## src/rtl/synth_pkg.sv

```systemverilog
// Shared types and constants for the synth channel.
// Holds the waveform/envelope enums and the sine table with its lookup.
package synth_pkg;

  typedef enum logic [1:0] {
    WAVE_PULSE = 2'b00,
    WAVE_TRI   = 2'b01,
    WAVE_SINE  = 2'b10,
    WAVE_SAW   = 2'b11
  } wave_e;

  typedef enum logic [1:0] {
    ENV_IDLE,
    ENV_ATTACK,
    ENV_SUSTAIN,
    ENV_RELEASE
  } env_e;

  // First quarter of the 256-entry sine: round(127*sin(pi*k/128)).
  localparam logic [7:0] SINE_Q [65] = '{
    8'd0,   8'd3,   8'd6,   8'd9,   8'd12,  8'd16,  8'd19,  8'd22,
    8'd25,  8'd28,  8'd31,  8'd34,  8'd37,  8'd40,  8'd43,  8'd46,
    8'd49,  8'd51,  8'd54,  8'd57,  8'd60,  8'd63,  8'd65,  8'd68,
    8'd71,  8'd73,  8'd76,  8'd78,  8'd81,  8'd83,  8'd85,  8'd88,
    8'd90,  8'd92,  8'd94,  8'd96,  8'd98,  8'd100, 8'd102, 8'd104,
    8'd106, 8'd107, 8'd109, 8'd111, 8'd112, 8'd113, 8'd115, 8'd116,
    8'd117, 8'd118, 8'd120, 8'd121, 8'd122, 8'd122, 8'd123, 8'd124,
    8'd125, 8'd125, 8'd126, 8'd126, 8'd126, 8'd127, 8'd127, 8'd127,
    8'd127
  };

  // Full 256-entry table by symmetry: mirror inside each half,
  // negative half is 255 minus the positive half.
  function automatic logic [7:0] sine8(input logic [7:0] idx);
    logic [7:0] k;
    logic [7:0] m;
    logic [7:0] s;
    k = {1'b0, idx[6:0]};
    m = (k > 8'd64) ? 8'd128 - k : k;
    s = 8'd128 + SINE_Q[m[6:0]];
    return idx[7] ? 8'd255 - s : s;
  endfunction

endpackage

```

## src/rtl/channel_nco_if.sv

```systemverilog
// Control/sample bundle for one synth channel.
// master drives tick/gate/tone settings; slave returns out/out_valid/active.
interface channel_nco_if #(
  parameter int PHASE_W = 24,
  parameter int OUT_W   = 11,
  parameter int ENV_W   = 8
);
  logic               tick;
  logic               gate;
  logic [PHASE_W-1:0] phase_inc;
  logic [1:0]         waveform;
  logic [7:0]         duty;
  logic [ENV_W-1:0]   env_rate;
  logic [OUT_W-1:0]   out;
  logic               out_valid;
  logic               active;

  modport master (
    output tick, gate, phase_inc, waveform, duty, env_rate,
    input  out, out_valid, active
  );

  modport slave (
    input  tick, gate, phase_inc, waveform, duty, env_rate,
    output out, out_valid, active
  );
endinterface

```

## src/rtl/channel_env.sv

```systemverilog
// Linear attack/release envelope with gate edge detection.
// Ports: clk, rst (async low), tick, gate, env_rate -> level, active.
module channel_env
  import synth_pkg::*;
#(
  parameter int ENV_W = 8
) (
  input  logic             clk,
  input  logic             rst,
  input  logic             tick,
  input  logic             gate,
  input  logic [ENV_W-1:0] env_rate,
  output logic [ENV_W-1:0] level,
  output logic             active
);

  localparam logic [ENV_W-1:0] LMAX = '1;

  env_e             st;
  env_e             st_t;
  env_e             st_n;
  logic             gate_q;
  logic             rise;
  logic [ENV_W-1:0] rate;
  logic [ENV_W-1:0] lvl_n;
  logic [ENV_W:0]   up;

  assign rise = gate & ~gate_q;
  assign rate = (env_rate == '0) ? ENV_W'(1) : env_rate;
  assign up   = {1'b0, level} + {1'b0, rate};

  // Gate events move the state first; the tick step then runs
  // in that new state and may finish the segment.
  always_comb begin
    st_t = st;
    unique case (st)
      ENV_IDLE:    if (rise)  st_t = ENV_ATTACK;
      ENV_ATTACK:  if (!gate) st_t = ENV_RELEASE;
      ENV_SUSTAIN: if (!gate) st_t = ENV_RELEASE;
      ENV_RELEASE: if (rise)  st_t = ENV_ATTACK;
      default:     st_t = ENV_IDLE;
    endcase
    st_n  = st_t;
    lvl_n = level;
    if (tick) begin
      if (st_t == ENV_ATTACK) begin
        lvl_n = up[ENV_W] ? LMAX : up[ENV_W-1:0];
        if (lvl_n == LMAX) st_n = ENV_SUSTAIN;
      end else if (st_t == ENV_RELEASE) begin
        lvl_n = (level > rate) ? level - rate : '0;
        if (lvl_n == '0) st_n = ENV_IDLE;
      end
    end
  end

  always_ff @(posedge clk or negedge rst) begin
    if (!rst) begin
      st     <= ENV_IDLE;
      level  <= '0;
      gate_q <= 1'b0;
    end else begin
      st     <= st_n;
      level  <= lvl_n;
      gate_q <= gate;
    end
  end

  assign active = (st != ENV_IDLE);

endmodule

```

## src/rtl/channel_nco.sv

```systemverilog
// One synth voice: phase accumulator, waveform shaper, envelope multiply.
// Ports: clk, rst (async low), bus (slave: tone in, out/out_valid/active).
module channel_nco
  import synth_pkg::*;
#(
  parameter int PHASE_W = 24,
  parameter int OUT_W   = 11,
  parameter int ENV_W   = 8
) (
  input  logic         clk,
  input  logic         rst,
  channel_nco_if.slave bus
);

  logic [ENV_W-1:0]   level;
  logic               env_on;
  logic               gate_q;
  logic               rise;
  logic               run;
  logic [PHASE_W-1:0] phase;
  logic [PHASE_W-1:0] inc_a;
  wave_e              wave_a;
  logic [7:0]         duty_a;
  logic [PHASE_W:0]   sum;
  logic [7:0]         idx;
  logic [7:0]         raw;
  logic [OUT_W-1:0]   scaled;
  logic [OUT_W-1:0]   mixed;
  logic [OUT_W-1:0]   out_q;
  logic               valid_q;

  channel_env #(.ENV_W(ENV_W)) u_env (
    .clk      (clk),
    .rst      (rst),
    .tick     (bus.tick),
    .gate     (bus.gate),
    .env_rate (bus.env_rate),
    .level    (level),
    .active   (env_on)
  );

  // A rising gate starts the note this very cycle, so a coincident
  // tick already advances the phase.
  assign rise = bus.gate & ~gate_q;
  assign run  = env_on | rise;
  assign sum  = {1'b0, phase} + {1'b0, inc_a};
  assign idx  = phase[PHASE_W-1 -: 8];

  always_comb begin
    raw = '0;
    unique case (wave_a)
      WAVE_PULSE: raw = (idx < duty_a) ? 8'hFF : 8'h00;
      WAVE_TRI:   raw = idx[7] ? {~idx[6:0], 1'b0} : {idx[6:0], 1'b0};
      WAVE_SINE:  raw = sine8(idx);
      WAVE_SAW:   raw = idx;
      default:    raw = '0;
    endcase
  end

  assign scaled = OUT_W'(raw) << (OUT_W - 8);
  assign mixed  = OUT_W'(({{ENV_W{1'b0}}, scaled} *
                          {{OUT_W{1'b0}}, level}) >> ENV_W);

  always_ff @(posedge clk or negedge rst) begin
    if (!rst) begin
      gate_q  <= 1'b0;
      phase   <= '0;
      inc_a   <= '0;
      wave_a  <= WAVE_PULSE;
      duty_a  <= '0;
      out_q   <= '0;
      valid_q <= 1'b0;
    end else begin
      gate_q <= bus.gate;
      if (!run)
        phase <= '0;
      else if (bus.tick)
        phase <= sum[PHASE_W-1:0];
      // Tone settings only change at a period boundary once running.
      if (!env_on || (bus.tick && run && sum[PHASE_W])) begin
        inc_a  <= bus.phase_inc;
        wave_a <= wave_e'(bus.waveform);
        duty_a <= bus.duty;
      end
      valid_q <= bus.tick;
      if (bus.tick)
        out_q <= env_on ? mixed : '0;
    end
  end

  assign bus.out       = out_q;
  assign bus.out_valid = valid_q;
  assign bus.active    = env_on;

endmodule

```

## src/flat_wrapper.sv

```systemverilog
// flat-port wrapper written by rule: the top's interface ports become plain ports
module channel_nco_flat import synth_pkg::*;
#(
  parameter int PHASE_W = 24,
  parameter int OUT_W   = 11,
  parameter int ENV_W   = 8
)
  (clk, rst, bus_tick, bus_gate, bus_phase_inc, bus_waveform, bus_duty, bus_env_rate, bus_out, bus_out_valid, bus_active);
  channel_nco_if #(.PHASE_W(PHASE_W), .OUT_W(OUT_W), .ENV_W(ENV_W)) bus_i ();
  input  logic clk;
  input  logic rst;
  input wire logic [$bits(bus_i.tick)-1:0] bus_tick;
  input wire logic [$bits(bus_i.gate)-1:0] bus_gate;
  input wire logic [$bits(bus_i.phase_inc)-1:0] bus_phase_inc;
  input wire logic [$bits(bus_i.waveform)-1:0] bus_waveform;
  input wire logic [$bits(bus_i.duty)-1:0] bus_duty;
  input wire logic [$bits(bus_i.env_rate)-1:0] bus_env_rate;
  output wire logic [$bits(bus_i.out)-1:0] bus_out;
  output wire logic [$bits(bus_i.out_valid)-1:0] bus_out_valid;
  output wire logic [$bits(bus_i.active)-1:0] bus_active;
  assign bus_i.tick = bus_tick;
  assign bus_i.gate = bus_gate;
  assign bus_i.phase_inc = bus_phase_inc;
  assign bus_i.waveform = bus_waveform;
  assign bus_i.duty = bus_duty;
  assign bus_i.env_rate = bus_env_rate;
  assign bus_out = bus_i.out;
  assign bus_out_valid = bus_i.out_valid;
  assign bus_active = bus_i.active;
  channel_nco #(.PHASE_W(PHASE_W), .OUT_W(OUT_W), .ENV_W(ENV_W)) u_core (.clk(clk), .rst(rst), .bus(bus_i));
endmodule
```

## config.mk

```make
export PLATFORM = sky130hd
export DESIGN_NAME = channel_nco_flat
export DESIGN_NICKNAME = d
export VERILOG_FILES = /design/src/rtl/synth_pkg.sv /design/src/rtl/channel_nco_if.sv /design/src/rtl/channel_env.sv /design/src/rtl/channel_nco.sv /design/src/flat_wrapper.sv
export SDC_FILE = /design/constraint.sdc
export NUM_CORES = 1
export LEC_CHECK = 0
export ABC_AREA = 1
export BUFFER_PORTS_ARGS = -buffer_cell sky130_fd_sc_hd__buf_2
export CORE_UTILIZATION = 45
export DETAILED_ROUTE_END_ITERATION = 8
export PLACE_DENSITY = 0.71
export SYNTH_ARGS = -nofsm -noshare
export SYNTH_HDL_FRONTEND = slang
export SYNTH_HIERARCHICAL = 1
export SYNTH_SLANG_ARGS = --single-unit
```

## constraint.sdc

```tcl
create_clock -name clk -period 19.2 [get_ports clk]
set_input_delay 3.84 -clock clk [delete_from_list [all_inputs] [get_ports clk]]
set_output_delay 3.84 -clock clk [all_outputs]
set_load 0.005 [all_outputs]
```

# Yosys cells after proc, flatten, opt, wreduce, memory -nomap -nowiden

Memory sizes are Yosys's and may differ from the RTL's.
Cells that the tools add are included.

Eq/ne operators: 10
Bitwise operators: 5
Mux-type cells: 23
Reductions and logical operators: 13
Multiply operators: 1
Add/sub/neg operators: 6
Order comparisons: 4

Operators by type and width:

| cell                | count |
|---|---|
| $mux 8              | 10 |
| $mux 24             | 2 |
| $pmux 8 s4          | 1 |
| $add 24x24->25      | 1 |
| $logic_not 8->1     | 2 |
| $mul 8x8->16        | 1 |
| $mux 2              | 7 |
| $mux 11             | 1 |
| $eq 2x2->1 const B  | 5 |
| $add 8x8->9         | 1 |
| $add 8x8->8 const A | 1 |
| $eq 8x8->1 const B  | 1 |
| $ge 8x8->1 const B  | 1 |
| $gt 8x8->1          | 1 |
| $lt 8x8->1          | 1 |
| $not 7->8           | 1 |
| $sub 8x8->8         | 1 |
| $sub 8x8->8 const A | 1 |
| $gt 7x7->1 const B  | 1 |
| $mux 7              | 1 |
| $not 7->7           | 1 |
| $sub 1x7->7 const A | 1 |
| $eq 2x1->1 const B  | 3 |
| $logic_not 2->1     | 2 |
| other kinds (11)    | 14 |

Memories: 1
ROM bits: 1024
Input port bits: 46
Flip-flop bits (word level): 81
Logic and storage cells: 72
Output and inout port bits: 13

Memory list:

| name             | depth | width | rd ports | clocked after Yosys merged registers in | write ports | RTL line        | RTL |
|---|---|---|---|---|---|---|---|
| (name not given) | 128   | 8     | 1        | 0                                       | 0           | synth_pkg.sv:40 | `s = 8'd128 + SINE_Q[m[6:0]];` |

# Longest topological paths before layout

Gate-level depths: netlist of the first run.

Depth after elaboration: 12
Mapped depth: 41

# By module

Netlist of the first run, hierarchy kept.

Modules (own cells, without submodules):

| module      | times used | cells each | area each (µm²) |
|---|---|---|---|
| channel_nco | 1          | 972        | 7134.3 |
| channel_env | 1          | 256        | 1600.3 |

# Worst setup path before layout of the first run

No wires, ideal clock.

Path type: reg-to-reg
Start: reg u_core.phase[16]
End: reg u_core.out_q[10], in the netlist u_core/bus.out[10]
Arrival: 6.325 ns
Stages on the path, launching flop included: 37
Period minus slack after synthesis: 6.442 ns
Path slack: 12.758 ns
Buffers on the path: 1
Library setup time: 0.118 ns
Cells stage by stage: dfrtp_1 > buf_4 > inv_2 > ha_1 > nand3_4 > nand2_4 > nand2_1 > nand2_1 > inv_1 > ha_1 > inv_1 > nor2_1 > inv_1 > o21ai_0 > nand2_1 > o21ai_0 > a32o_1 > nand2_1 > a21oi_1 > o221ai_1 > nand2_1 > nor2_1 > fa_1 > fa_1 > fa_1 > inv_1 > fa_1 > inv_1 > ha_1 > a21oi_1 > nor2_1 > nor2_1 > nor2_1 > a2111oi_0 > nand3_1 > nand3_1 > nand2_1

Cells in the longest elaborated chain, start to end: 12
Elaborated cells between the ends (all ways): 17
Classes of those cells: 3 x add/sub; 1 x mul; 2 x order compare; 8 x mux; 2 x bitwise; 1 x memory

Ends and longest elaborated chain:

| element                                    | RTL line          | RTL |
|---|---|---|
| from (decl)                                | channel_nco.sv:20 | `logic [PHASE_W-1:0] phase;` |
| from (signal assigned)                     | channel_nco.sv:78 | `phase <= sum[PHASE_W-1:0];` |
| $sub 1x7->7 or $gt 7x7->1 (tied branches)  | synth_pkg.sv:39   | `m = (k > 8'd64) ? 8'd128 - k : k;` |
| $mux 7                                     | synth_pkg.sv:39   |  |
| $not 7->8 (not written as such)            | synth_pkg.sv:40   |  |
| $mem_v2 128x8                              | -                 |  |
| $mux 8 (not written as such) (2 in series) | synth_pkg.sv:40   |  |
| $add 8x8->8                                | synth_pkg.sv:40   |  |
| $sub 8x8->8                                | synth_pkg.sv:41   | `return idx[7] ? 8'd255 - s : s;` |
| $mux 8                                     | synth_pkg.sv:41   |  |
| $pmux 8 s4 (*)                             | channel_nco.sv:51 | `unique case (wave_a)` |
| $mul 8x8->16 (*)                           | channel_nco.sv:61 | `assign mixed = OUT_W'(({{ENV_W{1'b0}}, scaled} *` |
| $mux 11 (*)                                | channel_nco.sv:87 | `out_q <= env_on ? mixed : '0;` |
| to (signal assigned)                       | channel_nco.sv:87 |  |
| to (decl)                                  | channel_nco.sv:29 | `logic [OUT_W-1:0] out_q;` |

Mark *: on every way between the ends. The rest lies on a longest branch, timed or not. The select of a mux whose other input is x is not followed.
A chain may end at the register's enable or synchronous reset.

# Worst setup path after layout of the first run

Same ends and word-level chain as after synthesis.

==> results by group, run 1 <==
Logic synthesis
  • Post-synth top area cell: dfrtp_1
  • EDFF count, synth: 0
  • Post-synth top flop: dfrtp_1
  • Synth warnings: 6
  • Asr flop ratio synth: 1.000
  • Syn Nets: 1,402
  • Top cell type's share of synthesized area: 0.2349
  • Syn Area/Cell: 7.113 um^2
  • Cell Area, Synth: 0.008735 mm^2
  • Post-synthesis sequential area ratio: 0.2349
  • Distinct cells, synth: 56
  • Synthesized flop and latch total: 82
  • Post-Syn Instances: 1,228
  • Most area-consuming cells after synthesis: dfrtp_1, ha_1, nand2_1

Detailed routing
  • Via count: 8,078
  • Drt first pass iters: 5
  • Drt via density: 5.280
  • Starting DRT DRC Count: 495
  • Drt total wl: 21,530 um
  • WL/cell: 14.07 um
  • ANT nets after route: 0
  • Residual DRC: 0

Flow run
  • Max-Cap Viols: 0

Cells and area
  • Ratio of cells with drive above 1 in the final layout: 0.1087
  • Diodes inserted: 0
  • # nets final: 1,439
  • Final Util: 0.5007
  • P&R area growth vs syn: 8.294%

Global route
  • GRT Overall Usage: 0.2309
  • First-pass GRT wire length: 37,150 um
  • Overflow after GRT: 0
  • Vias in the first global route: 7,765
  • Initial antenna violation count: 0
  • Largest net degree at the start of global routing: 62

Worst setup path
  • Crit. End Element: flop
  • R2r setup slk: 11.86 ns
  • Worst setup path category: flop to flop
  • Critical Path Most Common Cell: nand2_1
  • Max stage delay cell, worst path: dfrtp_1
  • Critical Path Max Stage Delay: 0.67 ns
  • Cell class contributing the biggest share of worst-path delay: adder cells
  • Crit path launch: u_core/phase[16]
  • Max FO, Critical Path: 13
  • Crit path buffers/inverters: 6
  • CP Launch Type: flop
  • Data required time at the worst endpoint: 19.44 ns
  • Worst R2R Start: u_core/phase[16]
  • Critical Path AT: 7.58 ns

Floorplan
  • # IOs: 59
  • Row Count: 50
  • Die area: 0.01997 mm^2
  • DIE WIDTH: 141.3 um
  • Core Box Area: 0.01889 mm^2
  • Die Span Y: 141.3 um
  • Starting Density: 0.4623

Timing
  • Final Hold Violating Endpoints: 0
  • Final Setup Violations: 0
  • Tcrit/Tclk final: 0.3823
  • Max-slew violation count: 0
  • Hold WS: 0.4795 ns
  • Min Tclk post-route: 7.340 ns
  • Unrepaired setup endpoints after global routing: false
  • Post-route setup TNS: 0 ns
  • FMAX: 0.1362 GHz
  • Relative slew margins: 0.2627
  • Tightest Pin Transition: 1.102 ns
  • Worst Skew: 0.01140 ns

Clock network
  • Root buf cell: clkbuf_16
  • TritonCTS Sinks: 82
  • Clk slew on worst S/H paths: 0.07 ns
  • Worst-Skew Late Latency: 0.36 ns
  • Post CTS Setup Buffer Count: 0
  • CTS tree: done
  • Worst-case clock buffer depth: 2
  • Post-CTS Resized: 0
  • CTS Hold Bufs: 0
  • H-tree levels: 3
  • CTS buffer count: 9

Placement
  • GPL Wtd Cong: 0.9199
  • Port buffer count: 58
  • HPWL after DPL: 16,350 um

Outcome
  • Status: complete, no violations

Hold path
  • Hold WC Path Type: flop to flop
  • Hold path start: u_core/bus.out[7]
Yosys cell counts, types with 2 or more instances:
library cell  number
nand3_1          122
buf_6              4
nor3_1             6
o21ai_2            2
o211ai_1           6
a21oi_1           65
clkbuf_1           9
o21ai_1           16
buf_2              6
nor2_2             3
o21bai_1           5
nand3b_1           2
xor2_1             7
o211ai_2           2
nand2_2           20
a21boi_0           7
inv_2             11
nand4_1            6
nand3_2            6
xnor2_1            5
fa_1              38
o31ai_1           10
o21ai_0           67
buf_4             10
ha_1              90
nand2_4            7
inv_1            160
o22ai_1            4
o221ai_1           3
dfrtp_1           82
nand2_1          299
or2_1              2
o21a_1             3
nor2_4             6
nor2_1           113
o311ai_1           2
buf_1              3
path summary, 6_finish.rpt:
check                      depth (start not counted)                 end
setup / recovery                                  36  u_core/bus.out[10]
hold / removal                                     2   u_core/bus.out[7]
setup reg to reg                                  36  u_core/bus.out[10]
hold reg to reg                                    2   u_core/bus.out[7]
max in group asynchronous                          2    u_core/duty_a[1]
min in group asynchronous                          1     u_core/phase[9]
registers in the layout, indices dropped and copies added, names as in the netlist:
signal                count
u_core/inc_a             24
u_core/phase             24
u_core/bus.out           11
u_core/duty_a             8
u_core/u_env/level        8
u_core/u_env/st           2
u_core/wave_a             2
u_core/bus.out_valid      1
u_core/gate_q             1
u_core/u_env/gate_q       1
metal layers:
metal,vias up,GRT usage,routed length (um)
met2,188,0.3648,9783
li1,4072,-,-
met1,3791,0.3263,10420
met3,27,0.02396,854
met5,-,0,0
met4,0,0.08753,478
worst min-delay path: cells and delay by family, from the launching register on:
kind             cells  cell delay (ns)
DFF                  1             0.34
and+or+nand+nor      2             0.10
metrics by stage:
| stage | cells | area, um^2 | worst slack [ns] |
|---|---|---|---|
| floorplan | 1228 | 8735 | 12.76 |
| global placement | 1514 | 9150 | 12.20 |
| detailed placement | 1514 | 9150 | 11.96 |
| CTS | 1530 | 9459 | 11.94 |
| global route | 1530 | 9459 | 11.10 |
| finish | 1530 | 9459 | 11.86 |
final cells by class:
class | count | area [um^2]
Timing Repair Buffer | 59 | 300.3
Tap cell | 260 | 325.3
Inverter | 174 | 660.6
Fill cell | 1931 | 9434
Sequential cell | 82 | 2052
Clock buffer | 9 | 225.2
Multi-Input combinational cell | 939 | 5812
Clock inverter | 7 | 83.83
layout by cell type (no fill, tap or decap), types with 3 or more instances in the layout:
cell and instances:
clkinv_4 3, o21ai_1 16, clkbuf_16 9, nor2_4 6, ha_1 90, o21a_1 3, o211ai_1 6, buf_2 57
nor2_1 113, o21ai_0 67, o21bai_1 5, nand2_1 299, nand2_2 20, dfrtp_1 82, o22ai_1 4, nand2_4 7
nand3_2 6, nor3_1 6, xnor2_1 5, xor2_1 7, a21boi_0 7, inv_2 11, fa_1 38, inv_1 160
nand3_1 122, o31ai_1 10, a21oi_1 65, o221ai_1 3, nand4_1 6, nor2_2 3
cell families (layout without fill, tap and decap cells):
family | Yosys count | count (layout) | synth area share
compound gates | 201 | 201 | 0.1331
xor+xnor | 12 | 12 | 0.01203
fa+ha+maj | 128 | 128 | 0.2160
buf+inv | 207 | 249 | 0.09970
flops | 82 | 82 | 0.2349
simple gates | 598 | 598 | 0.3043
Power of run 1 is left out: the tool's default activity adds up to more than one toggle a clock period on the data nets, which glitch-free logic cannot reach.
==> run 2: changes to the inputs <==
--- a/config.mk
+++ b/config.mk
@@ -5,7 +5,7 @@
 export SDC_FILE = /design/constraint.sdc
 export NUM_CORES = 1
 export LEC_CHECK = 0
-export ABC_AREA = 1
+export ABC_AREA = 0
 export BUFFER_PORTS_ARGS = -buffer_cell sky130_fd_sc_hd__buf_2
 export CORE_UTILIZATION = 45
 export DETAILED_ROUTE_END_ITERATION = 8
==> constraint.sdc (replaced) <==
create_clock -name clk -period 7.25 [get_ports clk]
set_input_delay 1.45 -clock clk [delete_from_list [all_inputs] [get_ports clk]]
set_output_delay 1.45 -clock clk [all_outputs]
set_load 0.005 [all_outputs]
==> run 2 against run 1 <==
  * Sequential cell count unchanged
  * Register-to-register slack lost 12 ns
  * Synthesized cell count fell by 20%
  * Die area barely moved
  * Critical path depth is 5 lower
  * Via count shrank 10%
  * Largest cell class unchanged
  * Hold slack better by 0.017 ns
  * Clock skew up 0.0027 ns
  * Critical endpoint is now u_core/bus.out[9]
  * Routed wire length fell by 4.4%
  * Critical path type unchanged
==> results by group, run 2 <==
Global route
  • GRT Overall Usage: 0.2134 (-0.01754)
  • Overflow after GRT: 0 (unchanged)
  • First-pass GRT wire length: 34,090 um (-8.2%)
  • Vias in the first global route: 6,928 (-11%)
  • Initial antenna violation count: 0 (unchanged)
  • Largest net degree at the start of global routing: 83 (+34%)

Timing
  • Post-route setup TNS: 0 ns (unchanged)
  • Worst Skew: 0.01413 ns (+0.002733 ns)
  • FMAX: 0.1437 GHz (+5.4%)
  • Tightest Pin Transition: 1.048 ns (-0.05404 ns)
  • Min Tclk post-route: 6.961 ns (-0.3792 ns)
  • Hold WS: 0.4963 ns (+0.01685 ns)
  • Final Hold Violating Endpoints: 0 (unchanged)
  • Tcrit/Tclk final: 0.9601 (+0.5778)
  • Max-slew violation count: 0 (unchanged)
  • Final Setup Violations: 0 (unchanged)
  • Relative slew margins: 0.2955 (+0.03277)

Logic synthesis
  • Cell Area, Synth: 0.008728 mm^2 (about the same)
  • Synth Area in Simple Gates: 0.1750 (-0.1292)
  • Synth Area in Adders: 0.2162 (about the same)
  • Top-count cell post-synth: inv_1
  • Post-synth top flop: dfrtp_1
  • Largest family of logic cells by synthesized area: adder cells
  • EDFF count, synth: 0 (unchanged)
  • Most area-consuming cells after synthesis: dfrtp_1, ha_1, fa_1
  • Post-Syn Instances: 986 (-20%)
  • Syn Nets: 1,160 (-17%)
  • Syn Area/Cell: 8.852 um^2 (+24%)
  • Post-synth top area cell: dfrtp_1
  • Synth warnings: 6 (unchanged)
  • Mux cell area share after synthesis: 0.06035 (+0.06035)
  • Synthesized flop and latch total: 82 (unchanged)
  • Asr flop ratio synth: 1.000 (unchanged)
  • Top cell type's share of synthesized area: 0.2351 (about the same)
  • Distinct cells, synth: 89 (+59%)
  • Commonest cells post-synth: inv_1, ha_1, dfrtp_1, nand2_1, a21oi_1
  • Compound-Gate Fraction of Synth Area: 0.1948 (+0.06174)
  • Post-synthesis sequential area ratio: 0.2351 (about the same)
  • Synth Area in XOR/XNOR: 0.05720 (+0.04516)

Clock network
  • Worst-case clock buffer depth: 2 (unchanged)
  • CTS Hold Bufs: 0 (unchanged)
  • Root buf cell: clkbuf_16
  • Clk slew on worst S/H paths: 0.07 ns (about the same)
  • TritonCTS Sinks: 82 (unchanged)
  • CTS buffer count: 9 (unchanged)
  • H-tree levels: 3 (unchanged)
  • CTS tree: done
  • Worst-Skew Late Latency: 0.35 ns (about the same)

Worst setup path
  • Data required time at the worst endpoint: 7.46 ns (-11.98 ns)
  • Critical Path Max Stage Delay: 0.53 ns (-0.14 ns)
  • Max FO, Critical Path: 5 (-8)
  • Crit. End Element: flop
  • CP Launch Type: flop
  • Critical Path AT: 7.17 ns (-0.41 ns)
  • Worst setup endpoint: u_core/bus.out[9]
  • R2r setup slk: 0.29 ns (-11.57 ns)
  • Max stage delay cell, worst path: fa_1
  • Worst R2R Start: u_core/phase[16]
  • Worst setup path category: flop to flop
  • Depth of the most critical reg-to-reg path: 31 (-14%)
  • R2R Path End: u_core/bus.out[9]
  • Crit path launch: u_core/phase[16]

Cells and area
  • Area occupied by multi-input gates: 0.006295 mm^2 (+8.3%)
  • Sequential Area: 0.002052 mm^2 (unchanged)
  • Diodes inserted: 0 (unchanged)
  • # nets final: 1,220 (-15%)
  • Most frequent cells in the layout: inv_1, ha_1, dfrtp_1
  • Ratio of cells with drive above 1 in the final layout: 0.1819 (+0.07324)
  • P&R area growth vs syn: 12.64%
  • Commonest non-fill, non-tap cell in the layout: inv_1
  • Fill cell count: 1,751 (-9.3%)
  • Final non-filler cell area: 0.009832 mm^2 (+3.9%)

Floorplan
  • DIE WIDTH: 141.3 um (about the same)
  • Row Count: 50 (unchanged)
  • Die area: 0.01996 mm^2 (about the same)
  • Die Span Y: 141.3 um (about the same)
  • Core Box Area: 0.01883 mm^2 (-0.33%)
  • Starting Density: 0.4635 (+0.001204)
  • # IOs: 59 (unchanged)

Detailed routing
  • ANT nets after route: 0 (unchanged)
  • Drt first pass iters: 5 (unchanged)
  • Starting DRT DRC Count: 652 (+32%)
  • Drt via density: 5.541 (+5.0%)
  • Residual DRC: 0 (unchanged)
  • Via count: 7,259 (-10%)
  • WL/cell: 15.72 um (+12%)
  • Drt total wl: 20,590 um (-4.4%)

Flow run
  • Max-Cap Viols: 0 (unchanged)

Placement
  • Post-placement cell area: 0.009368 mm^2 (+2.4%)
  • HPWL after DPL: 15,560 um (-4.9%)
  • Port buffer count: 58 (unchanged)
  • GPL Wtd Cong: 0.9223 (+0.26%)

Outcome
  • Status: complete, no violations

Hold path
  • Hold WC Path Type: flop to flop
## run 2: cell types whose count changed in the layout (fill, tap and decap cells not counted), sizes merged, moves of 21 or more
cell / delta
nand2: -251
nand3: -108
inv: -76
nor2: -66
nor2b: +41
mux2: +38
o21ai: -31
buf: +27
xnor2: +23
xor2: +22
and2: +21
## run 2: stage by stage
stage,util,instances,setup WS (ns)
6_report,0.5221,1310,0.2892
5_1_grt,0.5221,1310,-0.02268
4_1_cts,0.5133,1306,0.06207
3_5_place_dp,0.4975,1291,0.1034
3_3_place_gp,0.4975,1291,0.2434
2_1_floorplan,-,986,0.01248
## run 2: worst min-delay path by stage
stage	endpoint	slack, ns	from	cells past startpoint
5_1_grt	u_core/phase[7]	0.52	u_core/phase[7]	2
3_5_place_dp	u_core/phase[7]	0.48	u_core/phase[7]	2
6_report	u_core/phase[4]	0.50	u_core/phase[4]	2
4_1_cts	u_core/phase[13]	0.50	u_core/phase[13]	2
2_1_floorplan	u_core/phase[10]	0.46	u_core/phase[10]	2
3_3_place_gp	u_core/phase[13]	0.47	u_core/phase[13]	2
## run 2: logic make-up (layout without fill, tap and decap cells)
group,count (synthesis),in the layout
buf+inv,132,196
flops,82,82
compound gates,245,245
fa+ha+maj,128,128
mux,45,45
xor+xnor,57,57
simple gates,297,297
## run 2: repair_timing
item / 4_1_cts / 5_1_grt
endpoints found under the hold margin: 0 / 0
setup endpoints to repair: 0 / 7
gates resized for setup: 0 / 27
buffers inserted: 0 / 4
## run 2: per-layer routing
metal,GRT usage,vias to the layer above,wire length [um]
li1,-,3573,-
met3,0.04084,21,1180
met2,0.3408,205,9243
met1,0.2968,3460,9879
met4,0.05320,0,284
met5,0,-,0
## run 2: worst max-delay path: cells and delay by family (launching register included)
kind	cells	cell delay, ns
AO/OA/AOI/OAI	9	1.32
XOR/XNOR	1	0.16
adder cells (fa/ha/maj)	7	2.68
buffers and inverters	7	0.58
flip-flops	1	0.39
multiplexers	2	0.68
AND/OR/NAND/NOR	5	1.00
## run 2: layout make-up
| cell class | instances | area share |
|---|---|---|
| well taps | 260 | 0.03309 |
| clock buffers | 9 | 0.02291 |
| flip-flops and latches | 82 | 0.2087 |
| inverters | 95 | 0.03652 |
| repair buffers | 86 | 0.05116 |
| multi-input cells | 772 | 0.6402 |
| clock inverters | 6 | 0.007381 |
Power of run 2 is left out for the same reason.
==> run 3: changes to the inputs <==
--- a/config.mk
+++ b/config.mk
@@ -12,5 +12,4 @@
 export PLACE_DENSITY = 0.71
 export SYNTH_ARGS = -nofsm -noshare
 export SYNTH_HDL_FRONTEND = slang
-export SYNTH_HIERARCHICAL = 1
 export SYNTH_SLANG_ARGS = --single-unit
==> run 3 against run 2 <==
  * Cell area up 1.6%
  * Sequential share of layout area decreased by 0.57 points
  * Die area is 1.9% lower
  * Worst setup slack worse by 0.035 ns
  * Critical path type unchanged
  * Clock-buffer cell count did not move
  * Cell count fell by 1.2%
  * Critical path depth up 1
  * Clock skew down 0.0095 ns
  * Core utilization rose by 1.4 points
  * Synthesized cell count shrank 0.61%
==> results by group, run 3 <==
Outcome
  • Status: complete, no violations

Logic synthesis
  • Asr flop ratio synth: 1.000 (unchanged)
  • Post-synth top area cell: dfrtp_1
  • Distinct cells, synth: 85 (-4.5%)
  • Post-synthesis sequential area ratio: 0.2368 (+0.001750)
  • Post-synth top flop: dfrtp_1
  • Syn Area/Cell: 8.733 um^2 (-1.3%)
  • Mux cell area share after synthesis: 0.03904 (-0.02131)
  • Cell Area, Synth: 0.008558 mm^2 (-1.9%)
  • Compound-Gate Fraction of Synth Area: 0.2213 (+0.02653)
  • Top cell type's share of synthesized area: 0.2368 (+0.001750)
  • Synth Area in XOR/XNOR: 0.04591 (-0.01129)
  • Largest family of logic cells by synthesized area: compound AO/OA/AOI/OAI gates
  • Commonest cells post-synth: ha_1, inv_1, nand2_1, dfrtp_1, o21ai_0
  • Most area-consuming cells after synthesis: dfrtp_1, ha_1, fa_1
  • Post-Syn Instances: 980 (-0.61%)
  • Synthesized flop and latch total: 81 (-1.2%)
  • Synth Area in Simple Gates: 0.1687 (-0.006315)
  • EDFF count, synth: 0 (unchanged)
  • Syn Nets: 1,154 (-0.52%)
  • Synth warnings: 0 (-6)
  • Synth Area in Adders: 0.2205 (+0.004298)

Timing
  • Worst Skew: 0.004618 ns (-0.009514 ns)
  • Final Setup Violations: 0 (unchanged)
  • Tightest Pin Transition: 1.169 ns (+0.1211 ns)
  • Relative slew margins: 0.2207 (-0.07477)
  • Setup slack after layout: 0.2541 ns (-0.03518 ns)
  • FMAX: 0.1429 GHz (-0.50%)
  • Final Hold Violating Endpoints: 0 (unchanged)
  • Tcrit/Tclk final: 0.9650 (+0.004852)
  • Max-slew violation count: 0 (unchanged)
  • Min Tclk post-route: 6.996 ns (+0.03517 ns)

Worst setup path
  • R2r setup slk: 0.25 ns (-0.04 ns)
  • Max stage delay cell, worst path: fa_1
  • Cell class contributing the biggest share of worst-path delay: compound AO/OA/AOI/OAI gates
  • Crit path buffers/inverters: 6 (-1)
  • Critical Path AT: 7.28 ns (+0.11 ns)
  • Data required time at the worst endpoint: 7.54 ns (+0.08 ns)
  • CP Launch Type: flop
  • Max FO, Critical Path: 6 (+1)
  • Worst setup path category: flop to flop
  • Critical Path Most Common Cell: fa_1
  • Crit. End Element: flop
  • Critical Path Max Stage Delay: 0.50 ns (-0.03 ns)

Placement
  • HPWL after DPL: 15,550 um (about the same)
  • Pre-CTS setup slack: -0.1119 ns (-0.2153 ns)
  • GPL Wtd Cong: 0.8890 (-3.6%)
  • Port buffer count: 58 (unchanged)

Detailed routing
  • Drt total wl: 20,490 um (-0.49%)
  • Drt first pass iters: 5 (unchanged)
  • Residual DRC: 0 (unchanged)
  • Via count: 7,342 (+1.1%)
  • Drt via density: 5.674 (+2.4%)
  • ANT nets after route: 0 (unchanged)
  • Starting DRT DRC Count: 368 (-44%)
  • WL/cell: 15.83 um (+0.74%)

Clock network
  • CTS Hold Bufs: 0 (unchanged)
  • CTS buffer count: 9 (unchanged)
  • Root buf cell: clkbuf_16
  • TritonCTS Sinks: 81 (-1.2%)
  • Clk slew on worst S/H paths: 0.06 ns (about the same)
  • Worst-case clock buffer depth: 2 (unchanged)
  • CTS tree: done
  • H-tree levels: 3 (unchanged)
  • Worst-Skew Late Latency: 0.35 ns (about the same)

Floorplan
  • Starting Density: 0.4591 (-0.004461)
  • Die area: 0.01957 mm^2 (-1.9%)
  • Core Box Area: 0.01864 mm^2 (-1.0%)
  • DIE WIDTH: 139.9 um (-0.97%)
  • Row Count: 50 (unchanged)
  • Die Span Y: 139.9 um (-0.97%)
  • # IOs: 59 (unchanged)

Cells and area
  • # nets final: 1,230 (+0.82%)
  • Final Util: 0.5358 (+0.01371)
  • P&R area growth vs syn: 16.73%
  • Ratio of cells with drive above 1 in the final layout: 0.2245 (+0.04262)
  • Most frequent cells in the layout: nand2_1, ha_1, inv_1
  • Commonest non-fill, non-tap cell in the layout: nand2_1
  • Diodes inserted: 0 (unchanged)

Global route
  • Vias in the first global route: 7,258 (+4.8%)
  • Initial antenna violation count: 0 (unchanged)
  • Overflow after GRT: 0 (unchanged)
  • Largest net degree at the start of global routing: 50 (-40%)
  • GRT Overall Usage: 0.2201 (+0.006670)
  • First-pass GRT wire length: 34,910 um (+2.4%)

Flow run
  • Max-Cap Viols: 0 (unchanged)

Hold path
  • Hold WC Path Type: flop to flop
==> run 3: cell count changes in the layout (fill, tap and decap cells not counted), sizes merged, moves of 11 or more <==
| cell | delta |
|---|---|
| nand2 | +12 |
| nand3 | -15 |
| buf | +23 |
| mux2 | -11 |
| nor2b | -24 |
| xor2 | -17 |
| o21ai | +30 |
| and2 | +19 |
==> run 3: kinds of logic after synthesis <==
logic type	count (synthesis)
XOR/XNOR	44
flip-flops	81
adder cells (fa/ha/maj)	128
AO/OA/AOI/OAI	279
AND/OR/NAND/NOR	284
buffers and inverters	134
multiplexers	30
==> run 3: final timing paths <==
kind / start / to / cells after the start
max in group asynchronous: rst / u_core.phase[16] / 2
max reg2reg: u_core.phase[16] / u_core.bus.out[9] / 32
min: u_core.phase[9] / u_core.phase[9] / 2
min in group asynchronous: rst / u_core.u_env.level[6] / 1
min reg2reg: u_core.phase[9] / u_core.phase[9] / 2
max: u_core.phase[16] / u_core.bus.out[9] / 32
==> run 3: repair_timing <==
item	4_1_cts	5_1_grt
setup endpoints to repair	4	6
hold endpoints to repair	0	0
resized for setup	6	62
gates cloned	0	0
pin swaps	3	44
buffers inserted	1	8
==> run 3: layer usage <==
layer / track usage / wire (um)
met1: 0.2949 / 9594
met2: 0.3645 / 9710
met3: 0.03932 / 804
met4: 0.06073 / 378
met5: 0 / 0
==> run 3: final cells by class <==
class	count	area, um^2
Inverter	90	340.3
Fill cell	1700	8653
Timing Repair Buffer	109	703.2
Clock buffer	9	225.2
Tap cell	234	292.8
Clock inverter	6	75.07
Multi-Input combinational cell	765	6325
Sequential cell	81	2028
==> run 3: stage by stage <==
stage	hold slack [ns]	area (um^2)	TNS, ns	instances
2_1_floorplan	0.4526	8663	0	980
3_3_place_gp	0.4676	9345	0	1270
3_5_place_dp	0.4793	9345	-0.1193	1270
4_1_cts	0.4941	9677	0	1286
5_1_grt	0.5118	9990	-0.1964	1294
6_report	0.4880	9990	0	1294
==> run 3: tightest hold or removal path, delay by kind of cell (launching register included) <==
kind	cells	cell delay, ns
compound gates	1	0.06
flops	1	0.34
simple gates	1	0.04
Power of run 3 is left out for the same reason.
